[config.mk]
export PLATFORM = sky130hd
export DESIGN_NAME = alu_seq_ctrl
export DESIGN_NICKNAME = d
export VERILOG_FILES = /design/src/rtl/alu_seq_ctrl.sv
export SDC_FILE = /design/constraint.sdc
export NUM_CORES = 1
export LEC_CHECK = 0
export BUFFER_PORTS_ARGS = -buffer_cell sky130_fd_sc_hd__buf_2
export CAP_MARGIN = 20
export CELL_PAD_IN_SITES_DETAIL_PLACEMENT = 1
export CELL_PAD_IN_SITES_GLOBAL_PLACEMENT = 1
export CORE_ASPECT_RATIO = 0.9
export CORE_MARGIN = 4
export CORE_UTILIZATION = 39
export DETAILED_ROUTE_END_ITERATION = 6
export PLACE_DENSITY_LB_ADDON = 0.3
export SLEW_MARGIN = 20
export SYNTH_ARGS = -nofsm -noshare
export SYNTH_HDL_FRONTEND = slang
export SYNTH_SLANG_ARGS = --single-unit
[constraint.sdc]
create_clock -name clk -period 2.9 [get_ports clk]
set_input_delay 0.435 -clock clk [delete_from_list [all_inputs] [get_ports clk]]
set_output_delay 0.435 -clock clk [all_outputs]
set_load 0.01 [all_outputs]
[src/rtl/alu_seq_ctrl.sv]
// alu_seq_ctrl: multi-cycle sequencer in front of an external 32-bit ALU.
// Accepts one request at a time, checks its ARM condition against NZCV,
// drives registered ALU operands for one pass (two passes for ADD64),
// then holds the result and flags on a valid/ready response channel.
module alu_seq_ctrl (
    input  logic        clk,
    input  logic        rst_n,
    input  logic        req_valid,
    output logic        req_ready,
    input  logic [2:0]  req_op,
    input  logic [3:0]  req_cond,
    input  logic        req_setflags,
    input  logic [31:0] req_a,
    input  logic [31:0] req_b,
    input  logic [31:0] req_a_hi,
    input  logic [31:0] req_b_hi,
    output logic [31:0] alu_in1,
    output logic [31:0] alu_in2,
    output logic        alu_carry,
    output logic [1:0]  alu_op,
    input  logic [31:0] alu_out,
    input  logic        alu_c,
    input  logic        alu_v,
    output logic        rsp_valid,
    input  logic        rsp_ready,
    output logic [31:0] rsp_result,
    output logic [31:0] rsp_result_hi,
    output logic        rsp_executed,
    output logic [3:0]  flags
);

    typedef enum logic [1:0] {IDLE, EXEC_LO, EXEC_HI, RESP} state_t;

    localparam logic [2:0] OP_ADD   = 3'b000;
    localparam logic [2:0] OP_ADC   = 3'b001;
    localparam logic [2:0] OP_SUB   = 3'b010;
    localparam logic [2:0] OP_AND   = 3'b011;
    localparam logic [2:0] OP_ROR   = 3'b100;
    localparam logic [2:0] OP_ADD64 = 3'b101;
    localparam logic [2:0] OP_CMP   = 3'b110;
    localparam logic [2:0] OP_NOP   = 3'b111;

    state_t      state, state_nxt;
    logic [2:0]  op_q;
    logic        sf_q;
    logic [31:0] a_hi_q, b_hi_q;
    logic [4:0]  amt_q;
    logic        start_exec;
    logic [3:0]  new_flags;

    // ARM condition check on {N,Z,C,V}; codes E and F both mean "always".
    function automatic logic cond_pass(input logic [3:0] cond, input logic [3:0] f);
        logic n, z, c, v;
        {n, z, c, v} = f;
        case (cond)
            4'h0:    return z;
            4'h1:    return !z;
            4'h2:    return c;
            4'h3:    return !c;
            4'h4:    return n;
            4'h5:    return !n;
            4'h6:    return v;
            4'h7:    return !v;
            4'h8:    return c && !z;
            4'h9:    return !c || z;
            4'hA:    return n == v;
            4'hB:    return n != v;
            4'hC:    return !z && (n == v);
            4'hD:    return z || (n != v);
            default: return 1'b1;
        endcase
    endfunction

    assign start_exec = cond_pass(req_cond, flags) && (req_op != OP_NOP);
    assign req_ready  = (state == IDLE);

    // State register.
    always_ff @(posedge clk or negedge rst_n) begin
        // NOTE: sequential state always uses non-blocking assignment so every
        // register samples the pre-edge values of the others.
        if (!rst_n) state <= IDLE;
        else        state <= state_nxt;
    end

    // Next-state decode.
    always_comb begin
        // NOTE: default first so every path assigns state_nxt and no latch forms.
        state_nxt = state;
        case (state)
            IDLE:    if (req_valid) state_nxt = start_exec ? EXEC_LO : RESP;
            EXEC_LO: state_nxt = (op_q == OP_ADD64) ? EXEC_HI : RESP;
            EXEC_HI: state_nxt = RESP;
            RESP:    if (rsp_ready) state_nxt = IDLE;
            default: state_nxt = IDLE;
        endcase
    end

    // Flag values that the final ALU pass would produce.
    always_comb begin
        new_flags = flags;
        if (state == EXEC_HI) begin
            new_flags = {alu_out[31], (rsp_result == '0) && (alu_out == '0), alu_c, alu_v};
        end else begin
            new_flags[3] = alu_out[31];
            new_flags[2] = (alu_out == '0);
            case (op_q)
                OP_ADD, OP_ADC: new_flags[1:0] = {alu_c, alu_v};
                OP_SUB, OP_CMP: new_flags[1:0] = {~alu_c, alu_v};
                OP_ROR:         if (amt_q != '0) new_flags[1] = alu_out[31];
                default:        ;
            endcase
        end
    end

    // Request latch, ALU drive, result capture, flags and response valid.
    always_ff @(posedge clk or negedge rst_n) begin
        if (!rst_n) begin
            op_q          <= OP_NOP;
            sf_q          <= 1'b0;
            a_hi_q        <= '0;
            b_hi_q        <= '0;
            amt_q         <= '0;
            alu_in1       <= '0;
            alu_in2       <= '0;
            alu_op        <= 2'b00;
            alu_carry     <= 1'b0;
            rsp_valid     <= 1'b0;
            rsp_result    <= '0;
            rsp_result_hi <= '0;
            rsp_executed  <= 1'b0;
            flags         <= '0;
        end else begin
            case (state)
                IDLE: if (req_valid) begin
                    op_q          <= req_op;
                    sf_q          <= req_setflags;
                    a_hi_q        <= req_a_hi;
                    b_hi_q        <= req_b_hi;
                    amt_q         <= req_b[4:0];
                    rsp_result    <= '0;
                    rsp_result_hi <= '0;
                    rsp_executed  <= start_exec;
                    if (!start_exec) begin
                        rsp_valid <= 1'b1;
                    end else begin
                        alu_carry <= 1'b0;
                        case (req_op)
                            OP_ADC: begin
                                alu_in1 <= req_a;  alu_in2 <= req_b;
                                alu_op  <= 2'b00;  alu_carry <= flags[1];
                            end
                            OP_SUB, OP_CMP: begin
                                alu_in1 <= req_b;  alu_in2 <= req_a;  alu_op <= 2'b01;
                            end
                            OP_AND: begin
                                alu_in1 <= req_a;  alu_in2 <= req_b;  alu_op <= 2'b10;
                            end
                            OP_ROR: begin
                                alu_in1 <= {27'b0, req_b[4:0]};  alu_in2 <= req_a;
                                alu_op  <= 2'b11;
                            end
                            default: begin
                                alu_in1 <= req_a;  alu_in2 <= req_b;  alu_op <= 2'b00;
                            end
                        endcase
                    end
                end
                EXEC_LO: begin
                    rsp_result <= (op_q == OP_CMP) ? '0 : alu_out;
                    if (op_q == OP_ADD64) begin
                        alu_in1   <= a_hi_q;
                        alu_in2   <= b_hi_q;
                        alu_op    <= 2'b00;
                        alu_carry <= alu_c;
                    end else begin
                        rsp_valid <= 1'b1;
                        if (sf_q || op_q == OP_CMP) flags <= new_flags;
                    end
                end
                EXEC_HI: begin
                    rsp_result_hi <= alu_out;
                    rsp_valid     <= 1'b1;
                    if (sf_q) flags <= new_flags;
                end
                RESP: if (rsp_ready) rsp_valid <= 1'b0;
                default: ;
            endcase
        end
    end

endmodule

==> summary.txt, run 1 <==
Critical path
  • R2R depth: 7
  • Flop-to-flop setup slack: 540 ps
  • Crit path arrival time: between 2000 and 3000 ps
  • Reg-to-reg startpoint: flags[3]
  • Slowest cell on crit path: or4b_1
  • CP bufs+invs: 1
  • Worst-path fanout max: 64
  • Worst setup path class: reg -> reg
  • CP top delay family: simple AND/OR/NAND/NOR gates
  • Setup crit end kind: flop
  • CP cell instances: xor2_1 -> or4b_1 -> a41oi_2 -> a211oi_4 -> nor2_4 -> buf_12 -> o22ai_1
  • CP Data Required Time: 3270 ps
  • Worst reg2reg endpoint: alu_in2[8]
  • Startpoint types: flop
  • Max stage delay on crit path: 490 ps

Power
  • Comb power frac: between 40% and 50%
  • P_leak: around 0.006 µW
  • Sequential power share: roughly a third
  • Sw Share: 38.12%
  • Psw: about 5800 µW
  • Clock share of power: between 20 and 25%
  • Pint: between 9000 and 10000 µW
  • Max VDD drop: 0.0005476 V
  • P per Cell Area: approximately 1200 nW/µm²

CTS
  • Setup bufs post-CTS: 0
  • Clock slew at reported path FFs: 60 ps
  • # hold bufs at CTS: 1
  • CTS Buf Count: 24
  • Clk buf depth: 3
  • Root Driver: clkbuf_16
  • CTS tree: built
  • Clk sinks: between 200 and 250
  • Clock latency on the worst-skew pair: approximately 520 ps
  • Htree depth: 1
  • Resize count post-CTS: 0

Logic synthesis
  • Seq/Total Area, Yosys: 54.90%
  • Ys async rst share: 100.0%
  • Mapped Area: 9669 µm²
  • Post-Syn Nets: between 1000 and 1500
  • Syn. warnings: 0
  • Synth Area in Simple Gates: a little under a tenth
  • Synth Area in Adders: 0.5176%
  • Compound-Gate Fraction of Synth Area: a little under a quarter
  • EDFF count, synth: 0
  • Post-synthesis mux area share: under 10%
  • Distinct cells, synth: 45
  • Yosys reg bits: between 200 and 250
  • Xor-xnor portion of the synthesized cell area: less than 1%
  • Mapped Cells: 879
  • Mean Syn Cell Area: ~11 µm²
  • Post-synth top flop: dfrtp_1
  • Largest family of logic cells by synthesized area: compound AO/OA/AOI/OAI gates

Cells and area
  • Post-route cell area: between 10000 and 15000 µm²
  • Share of cells above drive strength 1: 41.62%
  • Leading cell type in the layout, fill and taps excluded: buf_2
  • Filler instances: roughly 2800
  • Most frequent cells in the layout: buf_2 (310), dfrtp_1 (209), nand2_1 (151)
  • Final nets: roughly 1300
  • Area grow syn2layout: 29.04%
  • Multi-input gate area: approximately 4000 µm²
  • Register area: 5309 µm²

STA
  • Rel. slew slack: between 50% and 60%
  • Clk_skew: about 10 ps
  • Final Cycle Share: 81.23%
  • Fmax: between 0.4 and 0.5 GHz
  • Crit path time final: 2356 ps
  • Slew @ Worst Pin: a little under 700 ps
  • Final Setup Violations: 0
  • TNS Setup: 0 ps
  • Final hold slack: ~150 ps
  • Max-slew violations: 0
  • Unrepaired setup endpoints after global routing: no
  • Hold Vio Cnt, Final: 0

Worst hold path
  • HP Class: in -> reg
  • Hold path endpoint: b_hi_q[31]
  • Hold_sp: req_b_hi[31]
  • Hold depth: 2

Floorplanning
  • Die Height: approximately 160 µm
  • Ports: 312
  • Die area: about 27000 µm²
  • Die width: between 150 and 200 µm
  • Core Region: about 24000 µm²
  • Row Count: 54
  • Initial core utilization: around 40%

Place
  • HPWL Detailed: about 24000 µm
  • PortBufs: a little over 300
  • Placed cell area: roughly 12000 µm²
  • Final Wtd Congestion: ~0.84

Run
  • Max cap viols: 0

Global routing
  • Pin count of the biggest net entering global routing: 91
  • Initial antenna violation count: 4
  • Tot GR Track Use: between 20 and 25%
  • Total gr overflow: 0
  • Vias in the first global route: between 9000 and 10000
  • Global-route wire length before repair: approximately 53000 µm

Routing
  • DR vias/cell: about 5.7
  • Post-route ant nets: 0
  • DRC Markers: 0
  • TritonRoute pass-1 iters: 5
  • Detailed Route Iter0 Violations: about 470
  • WL/cell: approximately 23 µm
  • Drt total wl: about 34000 µm
  • Via count: 8508

Outcome
  • Status: completed
## area by class of cell
type / count / area share [%]
flip-flops and latches: 212 / 42.55
multi-input cells: 583 / 32.38
repair buffers: 333 / 14.60
clock buffers: 32 / 5.546
well taps: 308 / 3.089
clock inverters: 11 / 1.464
inverters: 11 / 0.3309
diodes: 2 / 0.04011
## routing by layer
layer	up-vias	wire [µm]	global-route usage, %
li1	3806	-	-
met1	4334	13990	31.24
met2	308	17210	41.95
met3	56	2082	4.923
met4	4	934	6.672
met5	-	25	0
## registers in the layout (all words and copies together), names as in the netlist
name / cells
rsp_executed: 1
amt_q: 5
state: 2
flags: 4
alu_in1: 32
rsp_valid: 1
rsp_result_hi: 32
alu_carry: 1
rsp_result: 32
a_hi_q: 32
alu_in2: 32
op_q: 3
sf_q: 1
alu_op: 2
b_hi_q: 32
## synth_stat cells, types with 2 or more instances
cell type  count  area (µm²)
o32ai_1        3       26.28
a21oi_1       81       405.4
dfrtp_1      209        5230
nand4_1        4       25.02
o22ai_2       30       375.4
dfstp_2        3       78.83
nor4_1        17       106.4
buf_2         10       50.05
and2_1         3       18.77
o21ai_0       38       190.2
a221o_1       27       270.3
inv_1         11       41.29
mux2_2        75       844.6
a22o_1        66       578.1
xnor2_1        2       17.52
a211oi_1       2       15.01
nand3_1        5       25.02
nor2_1        15       56.30
clkbuf_1      58       217.7
ha_1           4       50.05
o22ai_1       35       219.0
o31ai_1        3       22.52
nand2_1      152       570.6
nand2b_1       2       12.51
buf_6          4       45.04
## worst max path at each step
| stage | from | endpoint | slack [ps] | cells past startpoint |
|---|---|---|---|---|
| after floorplan | state[0] | a_hi_q[10] | 520 | 8 |
| after global placement | req_cond[3] | alu_in2[11] | 500 | 8 |
| after detailed placement | req_cond[3] | alu_in2[8] | 430 | 8 |
| after CTS | flags[3] | alu_in1[22] | 570 | 7 |
| after global routing | flags[3] | alu_in2[12] | 440 | 7 |
| final | flags[3] | alu_in2[8] | 540 | 7 |
## logic make-up (layout without fill, tap and decap cells)
group,count (synthesis),count (layout)
buffers and inverters,84,387
adder cells (fa/ha/maj),4,4
flip-flops,212,212
multiplexers,76,76
XOR/XNOR,3,3
other,0,2
AO/OA/AOI/OAI,293,293
AND/OR/NAND/NOR,207,207
## power by group through the flow
stage	sequential, µW	clock [µW]	combinational, µW
floorplan	5510	0	3820
global placement	5300	0	6260
detailed placement	5360	0	6480
CTS	5350	3430	6530
global route	5520	3560	7030
finish	5340	3360	6460
## metrics by stage
stage | util, % | power (µW) | setup slack (ps) | instances
6_report | 51.30 | 15150 | 544.2 | 1492
3_5_place_dp | 47.64 | 11840 | 428.0 | 1446
5_1_grt | 51.30 | 16110 | 436.1 | 1492
4_1_cts | 51.28 | 15310 | 573.4 | 1490
2_1_floorplan | - | 9328 | 517.0 | 879
3_3_place_gp | 47.64 | 11560 | 496.9 | 1446
(Power assumes the default switching activity.)
==> run 2: changes to the inputs <==
--- a/config.mk
+++ b/config.mk
@@ -5,13 +5,14 @@
 export SDC_FILE = /design/constraint.sdc
 export NUM_CORES = 1
 export LEC_CHECK = 0
+export ABC_AREA = 1
 export BUFFER_PORTS_ARGS = -buffer_cell sky130_fd_sc_hd__buf_2
 export CAP_MARGIN = 20
 export CELL_PAD_IN_SITES_DETAIL_PLACEMENT = 1
 export CELL_PAD_IN_SITES_GLOBAL_PLACEMENT = 1
 export CORE_ASPECT_RATIO = 0.9
 export CORE_MARGIN = 4
-export CORE_UTILIZATION = 39
+export CORE_UTILIZATION = 34
 export DETAILED_ROUTE_END_ITERATION = 6
 export PLACE_DENSITY_LB_ADDON = 0.3
 export SLEW_MARGIN = 20
==> constraint.sdc (replaced) <==
create_clock -name clk -period 2.05 [get_ports clk]
set_input_delay 0.3075 -clock clk [delete_from_list [all_inputs] [get_ports clk]]
set_output_delay 0.3075 -clock clk [all_outputs]
set_load 0.01 [all_outputs]
==> summary.txt, run 2 <==
STA
  • Rel. slew slack: around three fifths
  • Hold Vio Cnt, Final: 0
  • Final hold slack: ~20 ps
  • Slew @ Worst Pin: between 600 and 700 ps
  • Fmax: a little over 0.5 GHz
  • Final Cycle Share: about 94%
  • Setup ws final: 123.8 ps
  • Final Setup Violations: 0
  • Max-slew violations: 0
  • Crit path time final: between 1500 and 2000 ps
  • Clk_skew: 19.92 ps

Global routing
  • Pin count of the biggest net entering global routing: between 100 and 150
  • Total gr overflow: 0
  • Tot GR Track Use: 21.45%
  • Initial antenna violation count: 7
  • Global-route wire length before repair: 56350 µm
  • Vias in the first global route: about 10000

Logic synthesis
  • Post-synth top flop: dfrtp_1
  • Most common cell in the netlist: nand2_1
  • Most frequent cells after synthesis: nand2_1 (343), dfrtp_1 (209), nand3_1 (112)
  • Mean Syn Cell Area: 8.560 µm²
  • Syn. warnings: 0
  • Mapped Cells: around 1200
  • Distinct cells, synth: 32
  • Largest area contributor in the synthesized netlist: dfrtp_1
  • Largest cells by area after synthesis: dfrtp_1 (52%), nand2_1 (13%), mux2_2 (7.3%)
  • Yosys top cell area share: between 50% and 60%
  • Mapped Area: 10090 µm²
  • Ys async rst share: between 90% and 100%
  • Seq/Total Area, Yosys: between 50 and 60%
  • EDFF count, synth: 0
  • Yosys reg bits: roughly 210
  • Post-Syn Nets: ~1400

Place
  • Final Wtd Congestion: between 0.7 and 0.8
  • DP Cell Count: 1842
  • PortBufs: between 300 and 400
  • Worst slack at placement: between 70 and 80 ps
  • HPWL Detailed: between 20000 and 30000 µm
  • Placed cell area: around 12000 µm²

Critical path
  • Crit path arrival time: approximately 2400 ps
  • CP Data Required Time: around 2500 ps
  • Worst setup path class: reg -> reg
  • Slowest cell on crit path: dfrtp_1
  • CP cell instances: inv_2 -> ha_2 -> clkinv_2 -> o21ai_4 -> inv_2 -> nor2_4 -> nand2_2 -> buf_12 -> nand2_1 -> nand2_1
  • Max stage delay on crit path: 430 ps
  • Flop-to-flop setup slack: about 120 ps
  • Reg-to-reg startpoint: state[1]
  • Critical path origin: state[1]
  • Worst-path fanout max: about 40
  • Setup crit end kind: flop
  • Startpoint types: flop

Cells and area
  • Area grow syn2layout: 34.35%
  • Final Util: 46.62%
  • Filler instances: between 3000 and 4000
  • Leading cell type in the layout, fill and taps excluded: nand2_1
  • Final nets: about 1700
  • Final std cells w/o fill: just under 2000
  • Most frequent cells in the layout: nand2_1 (342), buf_2 (310), dfrtp_1 (209)
  • Post-route cell area: roughly 14000 µm²
  • Share of cells above drive strength 1: 31.28%

CTS
  • CTS Buf Count: 26
  • Clock latency on the worst-skew pair: around 530 ps
  • Clock slew at reported path FFs: roughly 60 ps
  • Root Driver: clkbuf_16
  • Clk sinks: between 200 and 250
  • Htree depth: 1
  • CTS tree: built
  • Clk buf depth: 3

Floorplanning
  • Ports: roughly 310
  • Core Region: just under 30000 µm²
  • Die Height: between 150 and 200 µm
  • Die width: ~190 µm
  • Die area: 32510 µm²
  • Initial core utilization: around a third
  • Row Count: 59

Run
  • Max cap viols: 0

Routing
  • Via count: between 9000 and 10000
  • TritonRoute pass-1 iters: 5
  • DR vias/cell: roughly 5.0
  • WL/cell: between 15 and 20 µm
  • Post-route ant nets: 0
  • Detailed Route Iter0 Violations: between 400 and 500
  • Drt total wl: 36900 µm
  • DRC Markers: 0

Power
  • P_leak: between 0.006 and 0.007 µW
  • Max VDD drop: a little over 0.0008 V
  • P per Cell Area: between 1500 and 2000 nW/µm²

Worst hold path
  • Hold_sp: req_b_hi[16]
  • HP Class: in -> reg

Outcome
  • Status: completed
run 2: worst paths after layout:
check                              end  depth (start not counted)
hold reg to reg            alu_in1[16]                          2
min in group asynchronous    b_hi_q[0]                          2
hold / removal              b_hi_q[16]                          2
setup / recovery           alu_in2[12]                         10
setup reg to reg           alu_in2[12]                         10
max in group asynchronous   a_hi_q[31]                          3
run 2: area by class of cell:
class	count	area, µm²	share of cell area, %
flip-flops and latches	212	5309	39.15
multi-input cells	793	4105	30.28
repair buffers	379	2342	17.27
clock buffers	39	800.8	5.906
well taps	396	495.5	3.654
inverters	96	361.6	2.667
clock inverters	6	130.1	0.9597
diodes	6	15.01	0.1107
run 2: timing repair:
action,4_1_cts,5_1_grt
endpoints found under the setup margin,0,67
resized for setup,0,8
endpoints found under the hold margin,83,0
setup buffers,0,1
hold buffers,31,0
run 2: worst max-delay path, delay by kind of cell, from the launching register on:
kind            cells  cell delay [ps]
fa+ha+maj           1              210
buf+inv             4              490
simple gates        4              480
compound gates      1              160
flops               1              430
run 2: cells by family (layout without fill, tap and decap cells):
logic type / Yosys count / after routing / share of synthesized area (%)
and+or+nand+nor: 555 / 555 / 22.79
DFF: 212 / 212 / 52.60
AOI/OAI and AO/OA: 169 / 169 / 9.670
other: 0 / 6 / 0
adders and majority gates: 4 / 4 / 0.4959
muxes: 65 / 65 / 7.253
buffers and inverters: 174 / 520 / 7.191
run 2: report_power, final:
| group | switching, µW | leakage (µW) | internal (µW) |
|---|---|---|---|
| Combinational | 5870 | 0.00392 | 3870 |
| Sequential | 1080 | 0.00261 | 6250 |
| Clock | 1800 | 0.000459 | 3170 |
| Total | 8760 | 0.00699 | 13300 |
run 2: metrics by stage:
step	TNS (ps)	total power, µW
2_1_floorplan	0	13160
3_3_place_gp	0	16490
3_5_place_dp	0	16850
4_1_cts	0	22000
5_1_grt	-114.2	23730
6_report	0	22050
run 2: per-layer routing:
metal	part of all wire [%]	global-route usage, %	up-vias
met1	43	28.46	4777
met4	2.6	6.038	4
met5	0.062	0	-
li1	-	-	4559
met3	5.8	4.464	63
met2	48	35.96	264
==> run 3: changes to the inputs <==
--- a/config.mk
+++ b/config.mk
@@ -15,6 +15,7 @@
 export CORE_UTILIZATION = 34
 export DETAILED_ROUTE_END_ITERATION = 6
 export PLACE_DENSITY_LB_ADDON = 0.3
+export SKIP_LAST_GASP = 1
 export SLEW_MARGIN = 20
 export SYNTH_ARGS = -nofsm -noshare
 export SYNTH_HDL_FRONTEND = slang
==> constraint.sdc (replaced) <==
create_clock -name clk -period 1.57 [get_ports clk]
set_input_delay 0.2355 -clock clk [delete_from_list [all_inputs] [get_ports clk]]
set_output_delay 0.2355 -clock clk [all_outputs]
set_load 0.01 [all_outputs]
==> summary.txt, run 3 (synthesis gave the netlist of run 2 again) <==
Worst hold path
  • HP Class: in -> reg
  • Hold_sp: req_b[3]
  • Hold path endpoint: amt_q[3]
  • Hold depth: 3

Cells and area
  • Post-route cell area: approximately 17000 µm²
  • Final std cells w/o fill: between 2000 and 2500
  • Most frequent cells in the layout: buf_2 (308), nand2_1 (292), dfrtp_1 (206)
  • Area grow syn2layout: 69.97%
  • Final nets: 1860
  • Share of cells above drive strength 1: 46.20%
  • Filler instances: about 3300
  • Leading cell type in the layout, fill and taps excluded: buf_2

Floorplanning
  • Die width: ~190 µm
  • Initial core utilization: a little over a third
  • Ports: roughly 310
  • Row Count: slightly below 60
  • Die Height: around 170 µm
  • Die area: ~33000 µm²
  • Core Region: 29090 µm²

Global routing
  • Vias in the first global route: between 10000 and 15000
  • Initial antenna violation count: 9
  • Global-route wire length before repair: between 60000 and 70000 µm
  • Pin count of the biggest net entering global routing: 48
  • Tot GR Track Use: between 20% and 30%
  • Total gr overflow: 0

STA
  • Fmax: 0.5227 GHz
  • Final Cycle Share: 121.9%
  • Max-slew violations: 0
  • Rel. slew slack: about two thirds
  • Hold Vio Cnt, Final: 0
  • Final Setup Violations: a little over 200
  • TNS Setup: -45240 ps
  • Clk_skew: between 20 and 30 ps
  • Crit path time final: about 1900 ps
  • Slew @ Worst Pin: approximately 510 ps
  • Unrepaired setup endpoints after global routing: yes
  • Setup ws final: -343.1 ps

Critical path
  • Worst reg2reg endpoint: alu_in1[8]
  • CP bufs+invs: 5
  • Setup crit end kind: flop
  • Reg-to-reg startpoint: state[1]
  • CP Data Required Time: about 2000 ps
  • Flop-to-flop setup slack: -340 ps
  • Worst setup path class: reg -> reg
  • Worst path depth: 11
  • Slowest cell on crit path: dfrtp_1
  • Startpoint types: flop
  • Max stage delay on crit path: about 400 ps
  • CP cell instances: inv_2 -> ha_4 -> buf_4 -> o21ai_4 -> inv_2 -> nor2_4 -> buf_12 -> nand2_8 -> clkbuf_16 -> nand2_1 -> nand2_1
  • R2R depth: 11
  • CP top delay family: buffers and inverters
  • Crit path arrival time: roughly 2300 ps
  • Worst-path fanout max: 12

Routing
  • Detailed Route Iter0 Violations: just over 600
  • DRC Markers: 0
  • Drt total wl: slightly below 50000 µm
  • WL/cell: roughly 24 µm
  • TritonRoute pass-1 iters: 5
  • DR vias/cell: approximately 5.3
  • Post-route ant nets: 0
  • Via count: 11200

CTS
  • Clock latency on the worst-skew pair: about 550 ps
  • CTS tree: built
  • Clk buf depth: 3
  • Clk sinks: 212
  • Root Driver: clkbuf_16
  • Htree depth: 1
  • CTS Buf Count: 26
  • Clock slew at reported path FFs: ~60 ps

Power
  • Max VDD drop: 0.001103 V
  • P per Cell Area: about 2100 nW/µm²
  • Power consumption: around 37000 µW
  • P_leak: 0.008375 µW

Outcome
  • Status: complete, but fails checks
  • Violated checks: negative setup slack

Place
  • Placed cell area: ~13000 µm²
  • HPWL Detailed: roughly 27000 µm
  • Worst slack at placement: -236.4 ps
  • Final Wtd Congestion: 0.8423
  • PortBufs: between 300 and 400
  • DP Cell Count: ~1900

Run
  • Max cap viols: 0
[run 3: cell count changes in the layout (fill, tap and decap cells not counted), sizes merged]
cell / delta
bufbuf: +2
diode: +1
dlygate4sd3: +67
buf: +96
inv: +1
clkbuf: +8
bufinv: -2
[run 3: how the worst max path moves through the flow]
stage / start / endpoint
after floorplan: state[1] / alu_carry
after global placement: state[0] / alu_in2[13]
after detailed placement: flags[3] / alu_in2[11]
after CTS: flags[3] / alu_in2[11]
after global routing: state[1] / alu_carry
final: state[1] / alu_in1[8]
[run 3: area by class of cell]
class                      instances  area, µm²  area share [%]
multi-input combinational        793       5405           31.51
sequential                       212       5313           30.97
timing repair buffer             553       4718           27.51
clock buffer                      38      745.7           4.347
tap                              396      495.5           2.888
inverter                          96      372.9           2.174
clock inverter                     5      86.33          0.5033
antenna                            7      17.52          0.1021
[run 3: metrics by stage]
step                hold WS [ps]  util (%)
floorplan                 -60.09         -
global placement           182.1     43.79
detailed placement         186.9     43.79
CTS                        6.467     54.60
global route               26.27     58.98
finish                     26.78     58.98
[run 3: routing by layer]
metal | GRT usage (%) | wire length, µm | vias up
met1 | 34.03 | 20100 | 5652
met3 | 5.012 | 2809 | 135
li1 | - | - | 4935
met5 | 0 | 22 | -
met4 | 10.97 | 2208 | 4
met2 | 44.81 | 24330 | 469
[run 3: what timing repair did]
item / in CTS / in global routing
hold endpoints to repair: 228 / 0
gates resized for setup: 173 / 212
endpoints found under the setup margin: 202 / 209
cloned: 18 / 12
hold buffers: 98 / 0
pin swaps: 44 / 63
buffers inserted: 32 / 18
[run 3: tightest hold or removal path, stage by stage]
cell and delay [ps]:
buf_2 110, inv_1 90, o21ai_0 90
[run 3: power by group]
group	switching, µW	internal (µW)
Clock	2420	3590
Sequential	1750	8170
Combinational	11400	9470
